<file path="src/rtl/bitonic_merge_scheduler.sv">
// rtl/bitonic_merge_scheduler.sv - batch issue scheduler for one 2-to-1 bitonic merge-tree node
// Defining BMS_PERF_CNT_EN adds cycle/issue/credit-stall counters and a sticky credit-overflow flag.
module bitonic_merge_scheduler #(
  parameter int KEY_WIDTH   = 80,
  parameter int NET_LATENCY = 5,
  parameter int OUT_CREDITS = 8
) (
  input  logic                 i_clk,
  input  logic                 i_rst_n,
  input  logic                 i_start,
  input  logic                 i_a_valid,
  input  logic                 i_a_last,
  input  logic [KEY_WIDTH-1:0] i_a_maxkey,
  output logic                 o_a_deq,
  input  logic                 i_b_valid,
  input  logic                 i_b_last,
  input  logic [KEY_WIDTH-1:0] i_b_maxkey,
  output logic                 o_b_deq,
  input  logic                 i_out_deq,
  output logic                 o_issue,
  output logic                 o_sel,
  output logic                 o_flush,
  output logic                 o_out_valid,
  output logic                 o_done,
  output logic                 o_busy
`ifdef BMS_PERF_CNT_EN
  ,
  output logic [31:0]          o_cyc_cnt,
  output logic [31:0]          o_iss_cnt,
  output logic [31:0]          o_crd_stall_cnt,
  output logic                 o_crd_err
`endif
);

  localparam int CW = $clog2(OUT_CREDITS + 1);
  localparam int GW = (NET_LATENCY > 1) ? $clog2(NET_LATENCY) : 1;
  localparam logic [CW-1:0] CRD_MAX = CW'(OUT_CREDITS);

  typedef enum logic [2:0] {
    S_IDLE, S_MERGE, S_DRAIN_A, S_DRAIN_B, S_FLUSH, S_WAIT
  } state_t;

  state_t                 state;
  logic [CW-1:0]          credits;
  logic [GW-1:0]          gap;
  logic [NET_LATENCY-1:0] vld_sr;
  logic [NET_LATENCY-1:0] flush_sr;
  logic                   a_done;
  logic                   b_done;
  logic                   sel;
  logic                   src_ok;
  logic                   issue;
  logic                   in_flush;
  logic                   a_done_nx;
  logic                   b_done_nx;

  // The batch with the smaller max key goes first; a tie favours A.
  always_comb begin
    sel    = 1'b0;
    src_ok = 1'b0;
    case (state)
      S_MERGE: begin
        sel    = (i_b_maxkey < i_a_maxkey);
        src_ok = i_a_valid & i_b_valid;
      end
      S_DRAIN_A: src_ok = i_a_valid;
      S_DRAIN_B: begin
        sel    = 1'b1;
        src_ok = i_b_valid;
      end
      S_FLUSH: src_ok = 1'b1;
      default: ;
    endcase
  end

  assign in_flush    = (state == S_FLUSH);
  assign issue       = src_ok & (gap == '0) & (credits != '0);
  assign o_issue     = issue;
  assign o_sel       = issue & sel & ~in_flush;
  assign o_flush     = issue & in_flush;
  assign o_a_deq     = issue & ~in_flush & ~sel;
  assign o_b_deq     = issue & ~in_flush & sel;
  assign a_done_nx   = a_done | (o_a_deq & i_a_last);
  assign b_done_nx   = b_done | (o_b_deq & i_b_last);
  assign o_out_valid = vld_sr[NET_LATENCY-1];
  assign o_done      = (state == S_WAIT) & flush_sr[NET_LATENCY-1];
  assign o_busy      = (state != S_IDLE);

  always_ff @(posedge i_clk) begin
    if (!i_rst_n) begin
      state    <= S_IDLE;
      credits  <= CRD_MAX;
      gap      <= '0;
      vld_sr   <= '0;
      flush_sr <= '0;
      a_done   <= 1'b0;
      b_done   <= 1'b0;
    end else begin
      vld_sr   <= (vld_sr << 1) | NET_LATENCY'(issue);
      flush_sr <= (flush_sr << 1) | NET_LATENCY'(o_flush);

      if (issue)
        gap <= GW'(NET_LATENCY - 1);
      else if (gap != '0)
        gap <= gap - GW'(1);

      // A return at full credits is dropped so the count never exceeds the FIFO depth.
      if (issue && !i_out_deq)
        credits <= credits - CW'(1);
      else if (!issue && i_out_deq && credits != CRD_MAX)
        credits <= credits + CW'(1);

      a_done <= a_done_nx;
      b_done <= b_done_nx;

      case (state)
        S_IDLE: if (i_start) begin
          state  <= S_MERGE;
          a_done <= 1'b0;
          b_done <= 1'b0;
        end
        S_MERGE: if (a_done_nx | b_done_nx)
          state <= b_done_nx ? S_DRAIN_A : S_DRAIN_B;
        S_DRAIN_A, S_DRAIN_B: if (a_done_nx & b_done_nx)
          state <= S_FLUSH;
        S_FLUSH: if (issue)
          state <= S_WAIT;
        S_WAIT: if (flush_sr[NET_LATENCY-1])
          state <= S_IDLE;
        default: state <= S_IDLE;
      endcase
    end
  end

`ifdef BMS_PERF_CNT_EN
  logic deq_full;
  assign deq_full = i_out_deq & ~issue & (credits == CRD_MAX);

  always_ff @(posedge i_clk) begin
    if (!i_rst_n) begin
      o_cyc_cnt       <= '0;
      o_iss_cnt       <= '0;
      o_crd_stall_cnt <= '0;
      o_crd_err       <= 1'b0;
    end else begin
      if (deq_full)
        o_crd_err <= 1'b1;
      if (state == S_IDLE && i_start) begin
        o_cyc_cnt       <= '0;
        o_iss_cnt       <= '0;
        o_crd_stall_cnt <= '0;
      end else begin
        if (state != S_IDLE)
          o_cyc_cnt <= o_cyc_cnt + 32'd1;
        if (issue)
          o_iss_cnt <= o_iss_cnt + 32'd1;
        if (src_ok && gap == '0 && credits == '0 && o_crd_stall_cnt != '1)
          o_crd_stall_cnt <= o_crd_stall_cnt + 32'd1;
      end
    end
  end
`endif

endmodule

</file>
<file path="config.mk">
export PLATFORM = sky130hd
export DESIGN_NAME = bitonic_merge_scheduler
export DESIGN_NICKNAME = d
export VERILOG_FILES = /design/src/rtl/bitonic_merge_scheduler.sv
export SDC_FILE = /design/constraint.sdc
export NUM_CORES = 1
export LEC_CHECK = 0
export CORE_ASPECT_RATIO = 0.8
export CORE_UTILIZATION = 43
export CTS_CLUSTER_SIZE = 25
export DETAILED_ROUTE_END_ITERATION = 8
export GPL_TIMING_DRIVEN = 0
export PLACE_DENSITY = 0.93
export SYNTH_ARGS = -nofsm -noshare
export SYNTH_HDL_FRONTEND = slang
export SYNTH_SLANG_ARGS = --single-unit
</file>
<file path="constraint.sdc">
create_clock -name i_clk -period 4.2 [get_ports i_clk]
set_input_delay 0.42 -clock i_clk [delete_from_list [all_inputs] [get_ports i_clk]]
set_output_delay 0.42 -clock i_clk [all_outputs]
set_load 0.03 [all_outputs]
</file>
Yosys cells after proc, flatten, opt, wreduce, memory -nomap -nowiden

Index checks and enable logic that the tools add are counted.

Magnitude comparators: 1
Bitwise operators: 21
Reductions and logical operators: 15
Muxes and demuxes: 17
Add/sub/neg operators: 3
Equal/unequal tests: 11

Operators by type and width:

| kind                | number |
|---|---|
| $lt 80x80->1        | 1 |
| $mux 3              | 7 |
| $pmux 3 s5          | 1 |
| $and 1x1->1         | 13 |
| $ne 2x2->1 const B  | 5 |
| $or 5x1->5          | 2 |
| $mux 4              | 2 |
| $eq 3x2->1 const B  | 2 |
| $eq 3x3->1 const B  | 2 |
| $logic_not 3->1     | 2 |
| $reduce_bool 3->1   | 2 |
| $mux 1              | 5 |
| $reduce_and 5->1    | 1 |
| $add 4x1->4 const B | 1 |
| $ne 4x4->1 const B  | 1 |
| $pmux 1 s4          | 1 |
| $reduce_bool 2->1   | 2 |
| $reduce_bool 4->1   | 1 |
| $reduce_or 2->1     | 2 |
| $sub 4x1->4 const B | 1 |
| $eq 3x1->1 const B  | 1 |
| $logic_and 1x1->1   | 3 |
| $not 1->1           | 3 |
| $or 1x1->1          | 3 |
| other kinds (3)     | 4 |

Output and inout bits: 8
Register bits after elaboration: 22

Longest topological paths before layout

Word-level depth: 11
Depth in mapped cells: 14
Mapped depth without buffers: 13

Least setup slack after synthesis

OpenSTA, ideal clock, no wires.

Path type: input-to-output
From: in i_a_maxkey[46]
To: out o_a_deq
Arrival time: 2,771 ps
Path slack: 1,009 ps
Required time: 3,780 ps
Path buffers: 0
Stages on the path: 8
Cell sequence: inv_1 > ha_1 > nand4_1 > or4_4 > nor4_2 > o21ai_1 > a21oi_1 > nor3b_1

Longest elaborated chain between the ends: 4

Ends and longest elaborated chain:

| element      | line | source |
|---|---|---|
| from (decl)  | 13   | `input logic [KEY_WIDTH-1:0] i_a_maxkey,` |
| $lt 80x80->1 | 63   | `sel = (i_b_maxkey < i_a_maxkey);` |
| $pmux 1 s2   | 61   | `case (state)` |
| $not 1->1    | 81   | `assign o_a_deq = issue & ~in_flush & ~sel;` |
| $and 1x1->1  | 81   |  |
| to (decl)    | 14   | `output logic o_a_deq,` |

No other way between the ends.

Worst setup path in the final report

From: in i_a_maxkey[46]
To: out o_sel

Longest elaborated chain between the ends: 4

Ends and longest elaborated chain:

| element                   | line | source |
|---|---|---|
| $lt 80x80->1              | 63   |  |
| $pmux 1 s2                | 61   |  |
| $and 1x1->1 (2 in series) | 79   | `assign o_sel = issue & sel & ~in_flush;` |
| to (decl)                 | 21   | `output logic o_sel,` |

No other way between the ends.

==> flow_summary.yaml <==
run_status:
  status: "complete, no violations"
clock_network:
  cts_tree: "yes"
  numCtsBuffers: 3
  postCtsSetupBuffers: 0
  holdBufCountCts: 0
  cts_sinks: 22
  clk_pin_slew_ns: 0.07
  clockRootBuffer: "clkbuf_8"
  clock_path_buffers: 2
  htreeDepth: 1
  clk_latency_ns: 0.26
  post_cts_resized: 0
global_routing:
  grt_pass1_wl_mm: 15.5
  grt_max_degree: 12
  track_usage_pct: 24.8
  antenna_found_initial: 0
  grt_pass1_vias: 3554
  grt_overflow: 0
drt:
  routed_wl_mm: 9.49
  wire_per_inst_um: 14.2
  drc_errors: 0
  dr_total_vias: 3484
  drtAntennaViolNets: 0
  drtIter0Drc: 132
  drt_first_pass_iters: 4
  post_drt_via_cell_ratio: 5.20
synthesis:
  ys_seq_elements: 22
  synth_area_um2: 3080
  synthesis.nets: 658
  syn_avg_cell_area_um2: 7.61
  async_flop_share_pct: 0
  yosysTopAreaCell: "ha_1"
  seq_area_frac_synth_pct: 14.3
  synth-edff-count: 0
  ys.warnings.count: 0
  synth.top_cells.by_area: "ha_1 34%, dfxtp_1 14%, inv_1 12%"
  synth_top_area_share_pct: 34.1
  syn_inst: 405
  synth_most_common_cell: "inv_1"
  synth_commonest_cells: "95 x inv_1, 84 x ha_1, 35 x a21oi_1"
  ys_types: 48
  synth-main-ff-cell: "dfxtp_1"
power_and_ir_drop:
  p_sw_mw: 0.291
  p_leak_nw: 2.51
  pwr-share-seq_pct: 28.0
  switching_share_pct: 33.8
  clock_power_share_pct: 14.8
  cellPowerDensity_nw_per_um2: 173
  p_int_mw: 0.571
  vdd_drop_max_mv: 0.136
  p_comb_share_pct: 57.1
worst_setup_path:
  startpoint: "i_a_maxkey[46]"
  worstPathArrival_ns: 3.53
  cp-end-kind: "primary output"
  reg2reg_to: "credits[3]"
  r2r-start: "state[0]"
  crit_path_start_kind: "input port"
  critical_path.max_fanout: 3
  critPathKind: "in2out"
  cp.required_ns: 3.78
  r2r_setup_slack_ns: 1.30
  r2r_cells: 14
sta:
  slew_viol_final: 0
  clock_skew_ns: 0.00921
  whs_ns: 0.435
  hold_viol: 0
  worstMarginPinSlew_ns: 0.585
  layout_min_cycle_time_ns: 3.95
  grt_setup_unrepaired: "false"
  max_slew_margin_pct: 60.7
  period_share_pct: 94.2
  fmax_mhz: 253
  finalSetupTns_ns: 0
  finalSetupViolations: 0
floorplan:
  die_h_um: 77.7
  start_util_pct: 44.7
  coreArea_um2: 6890
  die_x_um: 96.7
  row_count: 27
  dieArea_um2: 7510
  io_pins: 176
final_layout:
  finalNetCount: 838
  fin_cells: 670
  drive_above_1_share_pct: 2.57
  insertedDiodeCount: 0
  syn_to_final_growth_pct: 62.2
placement:
  port_buffers: 175
  post-place-cells: 667
  gp_congestion: 0.847
  dpl.hpwl_mm: 8.66
min_path:
  hold_path_class: "reg2reg"
  holdPathStages: 1
  hold_start: "flush_sr[0]"
  min_to: "flush_sr[1]"
job:
  maxCapViolCount: 0
-- state kept, by name, indices dropped and copies added, names as in the netlist --
register	count
b_done	1
flush_sr	5
credits	4
state	3
gap	3
vld_sr	5
a_done	1
-- kinds of logic after synthesis --
family,after synthesis,share of synthesized area (%)
xor gates and xnor gates,3,0.852
DFF,22,14.3
buffers and inverters,100,12.5
adders and majority gates,85,34.7
muxes,3,1.14
AOI/OAI and AO/OA,88,19.0
and+or+nand+nor,104,17.5
-- through the flow --
step	power, mW	worst slack [ns]	area (um^2)	utilization (%)
2_1_floorplan	0.504	1.01	3080	-
3_3_place_gp	0.707	0.0440	4940	71.7
3_5_place_dp	0.737	0.0583	4940	71.7
4_1_cts	0.868	0.0541	4980	72.3
5_1_grt	0.935	0.0325	5000	72.6
6_report	0.863	0.245	5000	72.6
-- worst max-delay path by stage --
stage	to	slack, ns	cells after the start
final	o_sel	0.25	11
after global routing	o_b_deq	0.03	11
after CTS	o_a_deq	0.05	11
after detailed placement	o_a_deq	0.06	11
after global placement	o_a_deq	0.04	11
after floorplan	o_a_deq	1.01	8
-- cell type report --
| type | instances | area [um^2] |
|---|---|---|
| tap | 87 | 109 |
| buffer | 4 | 22.5 |
| inverter | 96 | 363 |
| clock buffer | 3 | 41.3 |
| timing repair buffer | 175 | 1750 |
| multi-input combinational | 283 | 2270 |
| fill | 546 | 1890 |
| sequential | 22 | 440 |
-- cell usage in the layout (no fill, tap or decap), drive strengths merged, types with 3 or more instances in the layout --
cell	instances
nand3	8
nor2	20
inv	96
o21ai	16
ha	84
a21oi	37
dfxtp	22
and3	3
o21a	5
clkbuf	6
nor2b	5
a21o	9
nand4	16
and2	11
nor3	4
a221oi	3
nor4	4
nand2	27
clkdlybuf4s50	174
-- layer usage --
metal | GRT usage (%) | up-vias | routed length, um | share of wire, %
met1 | 26.9 | 1573 | 3760 | 40
met4 | 6.87 | 0 | 301 | 3.2
li1 | - | 1748 | - | -
met2 | 49.6 | 135 | 4970 | 52
met3 | 3.78 | 28 | 455 | 4.8
met5 | 0 | - | 0 | 0
-- power by group through the flow --
stage / clock [mW] / sequential [mW] / combinational, mW
floorplan: 0 / 0.243 / 0.261
global placement: 0 / 0.245 / 0.462
detailed placement: 0 / 0.247 / 0.490
CTS: 0.133 / 0.242 / 0.493
global route: 0.139 / 0.245 / 0.551
finish: 0.128 / 0.242 / 0.493
-- critical path, cell delays in order --
cell	delay, ns
clkdlybuf4s50_1	0.50
inv_1	0.06
ha_1	0.32
nand4_1	0.17
nor2_1	0.07
a221oi_1	0.32
a21oi_1	0.14
nor4_1	0.56
a21oi_1	0.19
nor2_1	0.12
clkdlybuf4s50_1	0.68
Power figures use the tool's default switching activity.
==> variant (same settings) <==
The 6 states of `state_t` get a Gray code encoding in 3 bits.
--- a/src/rtl/bitonic_merge_scheduler.sv
+++ b/src/rtl/bitonic_merge_scheduler.sv
@@ -38,5 +38,5 @@
 
   typedef enum logic [2:0] {
-    S_IDLE, S_MERGE, S_DRAIN_A, S_DRAIN_B, S_FLUSH, S_WAIT
+    S_IDLE = 3'b000, S_MERGE = 3'b001, S_DRAIN_A = 3'b011, S_DRAIN_B = 3'b010, S_FLUSH = 3'b110, S_WAIT = 3'b111
   } state_t;
 
Formal check against the unedited RTL: no difference found for any inputs over 10 cycles, from zero or initial values and one cycle with i_rst_n low; not proved beyond that.
==> variant against the original RTL <==
- sequential power up 18%
- setup slack better by 0.17 ns
- power up 56%
- sequential cell count unchanged
- design area up 2.9%
- wire length down 0.25%
- non-clock buffer count up 1
- area after synthesis up 4.2%
- largest power group unchanged
==> variant: results (changes against the original RTL) <==
- Unique masters post-synth: 59 (was 48)
- Sequential share of the synthesized area: 0.137 (was 0.143)
- Setup WS pre-CTS: 0.396 ns (was 0.0583 ns)
- Placer Congestion: 0.882 (was 0.847)
- Worst slew pin tran: 0.503 ns (was 0.585 ns)
- Origin of the critical flop-to-flop path: gap[0] (was state[0])
- Leakage: 2.51 nW (about the same)
- Final nets: 856 (was 838)
- R2R Setup Slk: 1.43 ns (was 1.30 ns)
- Commonest cells post-synth: inv_1 (94), ha_1 (84), a21oi_1 (42) (was inv_1 (95), ha_1 (84), a21oi_1 (35))
- CTS resizes: 0 (unchanged)
- Share of layout cells above drive strength 1: 0.0498 (was 0.0257)
- Hold slack: 0.440 ns (was 0.435 ns)
- Largest net degree at the start of global routing: 14 (was 12)
- Crit-path max FO: 4 (was 3)
- WL/cell: 13.7 um (was 14.2 um)
- Vias in the first global route: 3785 (was 3554)
- Vias per cell: 5.28 (was 5.20)
- Syn nets: 676 (was 658)
- Largest registers: flush_sr: 5 flops, vld_sr: 5 flops, credits: 4 flops (unchanged)
- Overall routing resource usage: 0.245 (was 0.248)
- Clk_lat worst skew: 0.27 ns
- Hold path endpoint: flush_sr[2] (was flush_sr[1])
- Outcome: finished, final reports clean (unchanged)
- Detailed Place HPWL: 8.50 mm (was 8.66 mm)
- Cells after Synth: 423 (was 405)
- Reg-to-reg endpoint: credits[3] (unchanged)
- Dpl cells: 685 (was 667)
- Layout Skew: 0.00349 ns (was 0.00921 ns)
- CP arrival: 3.36 ns (was 3.53 ns)
- Area contributors post-synth: ha_1 (33%), dfxtp_1 (14%), inv_1 (11%) (was ha_1 (34%), dfxtp_1 (14%), inv_1 (12%))
- Drt pass-1 iters: 5 (was 4)
- Worst hold start: flush_sr[1] (was flush_sr[0])
- ANT cells: 0 (unchanged)
- Initial DRC count: 75 (was 132)
- First-pass GRT wire length: 15.7 mm (was 15.5 mm)
- Via Count: 3635 (was 3484)
- Worst vdd ir: 0.000215 V (was 0.000136 V)
==> variant: cell types whose count changed after synthesis, moves of 5 or more <==
cell,change
a21oi_1,+7
nor2_1,+7
nand2_1,+6
nand4_1,-5
==> variant: worst max-delay path, stage by stage <==
cell	delay (ns)
clkdlybuf4s50_1	0.45
inv_1	0.05
ha_1	0.33
nand4_1	0.19
nor3_2	0.07
a221o_1	0.31
a211o_1	0.24
nor4_2	0.25
o21a_2	0.24
nor2_1	0.07
nor2_1	0.08
clkdlybuf4s50_1	0.67
==> variant: worst max path at each step <==
stage | start | endpoint | slack (ns) | cells past startpoint
finish | i_a_maxkey[27] | o_b_deq | 0.42 | 12
global route | i_a_maxkey[17] | o_b_deq | 0.27 | 12
CTS | i_a_maxkey[27] | o_b_deq | 0.39 | 12
detailed placement | i_a_maxkey[27] | o_b_deq | 0.40 | 12
global placement | i_a_maxkey[5] | o_b_deq | 0.43 | 11
floorplan | i_a_maxkey[19] | o_b_deq | 1.44 | 10
==> variant: kinds of logic after synthesis <==
kind of cell             synth area share
buffers and inverters               0.126
AO/OA/AOI/OAI                       0.198
adder cells (fa/ha/maj)             0.333
AND/OR/NAND/NOR                     0.194
flip-flops                          0.137
XOR/XNOR                          0.00818
multiplexers                      0.00312
==> variant: area by class of cell <==
cell class                 count  area, um^2
fill                         529        1920
timing repair buffer         175        1750
inverter                      94         353
clock buffer                   3        41.3
sequential                    22         440
multi-input combinational    302        2370
buffer                         5        51.3
clock inverter                 1        30.0
tap                           87         109
==> variant: metrics by stage <==
| stage | utilization | cell area [um^2] |
|---|---|---|
| after global placement | 0.718 | 5070 |
| after global routing | 0.729 | 5140 |
| final | 0.729 | 5140 |
| after CTS | 0.729 | 5140 |
| after detailed placement | 0.718 | 5070 |
| after floorplan | - | 3210 |
==> variant: metal layers <==
metal	global-route usage	up-vias	part of all wire
li1	-	1815	-
met1	0.249	1625	0.38
met2	0.504	171	0.52
met3	0.0502	24	0.072
met4	0.0687	0	0.026
met5	0	-	0
==> variant: report_power, final <==
| group | internal, W | switching, W |
|---|---|---|
| registers | 0.000253 | 0.0000328 |
| logic | 0.000429 | 0.000433 |
| clock network | 0.000127 | 0.0000725 |
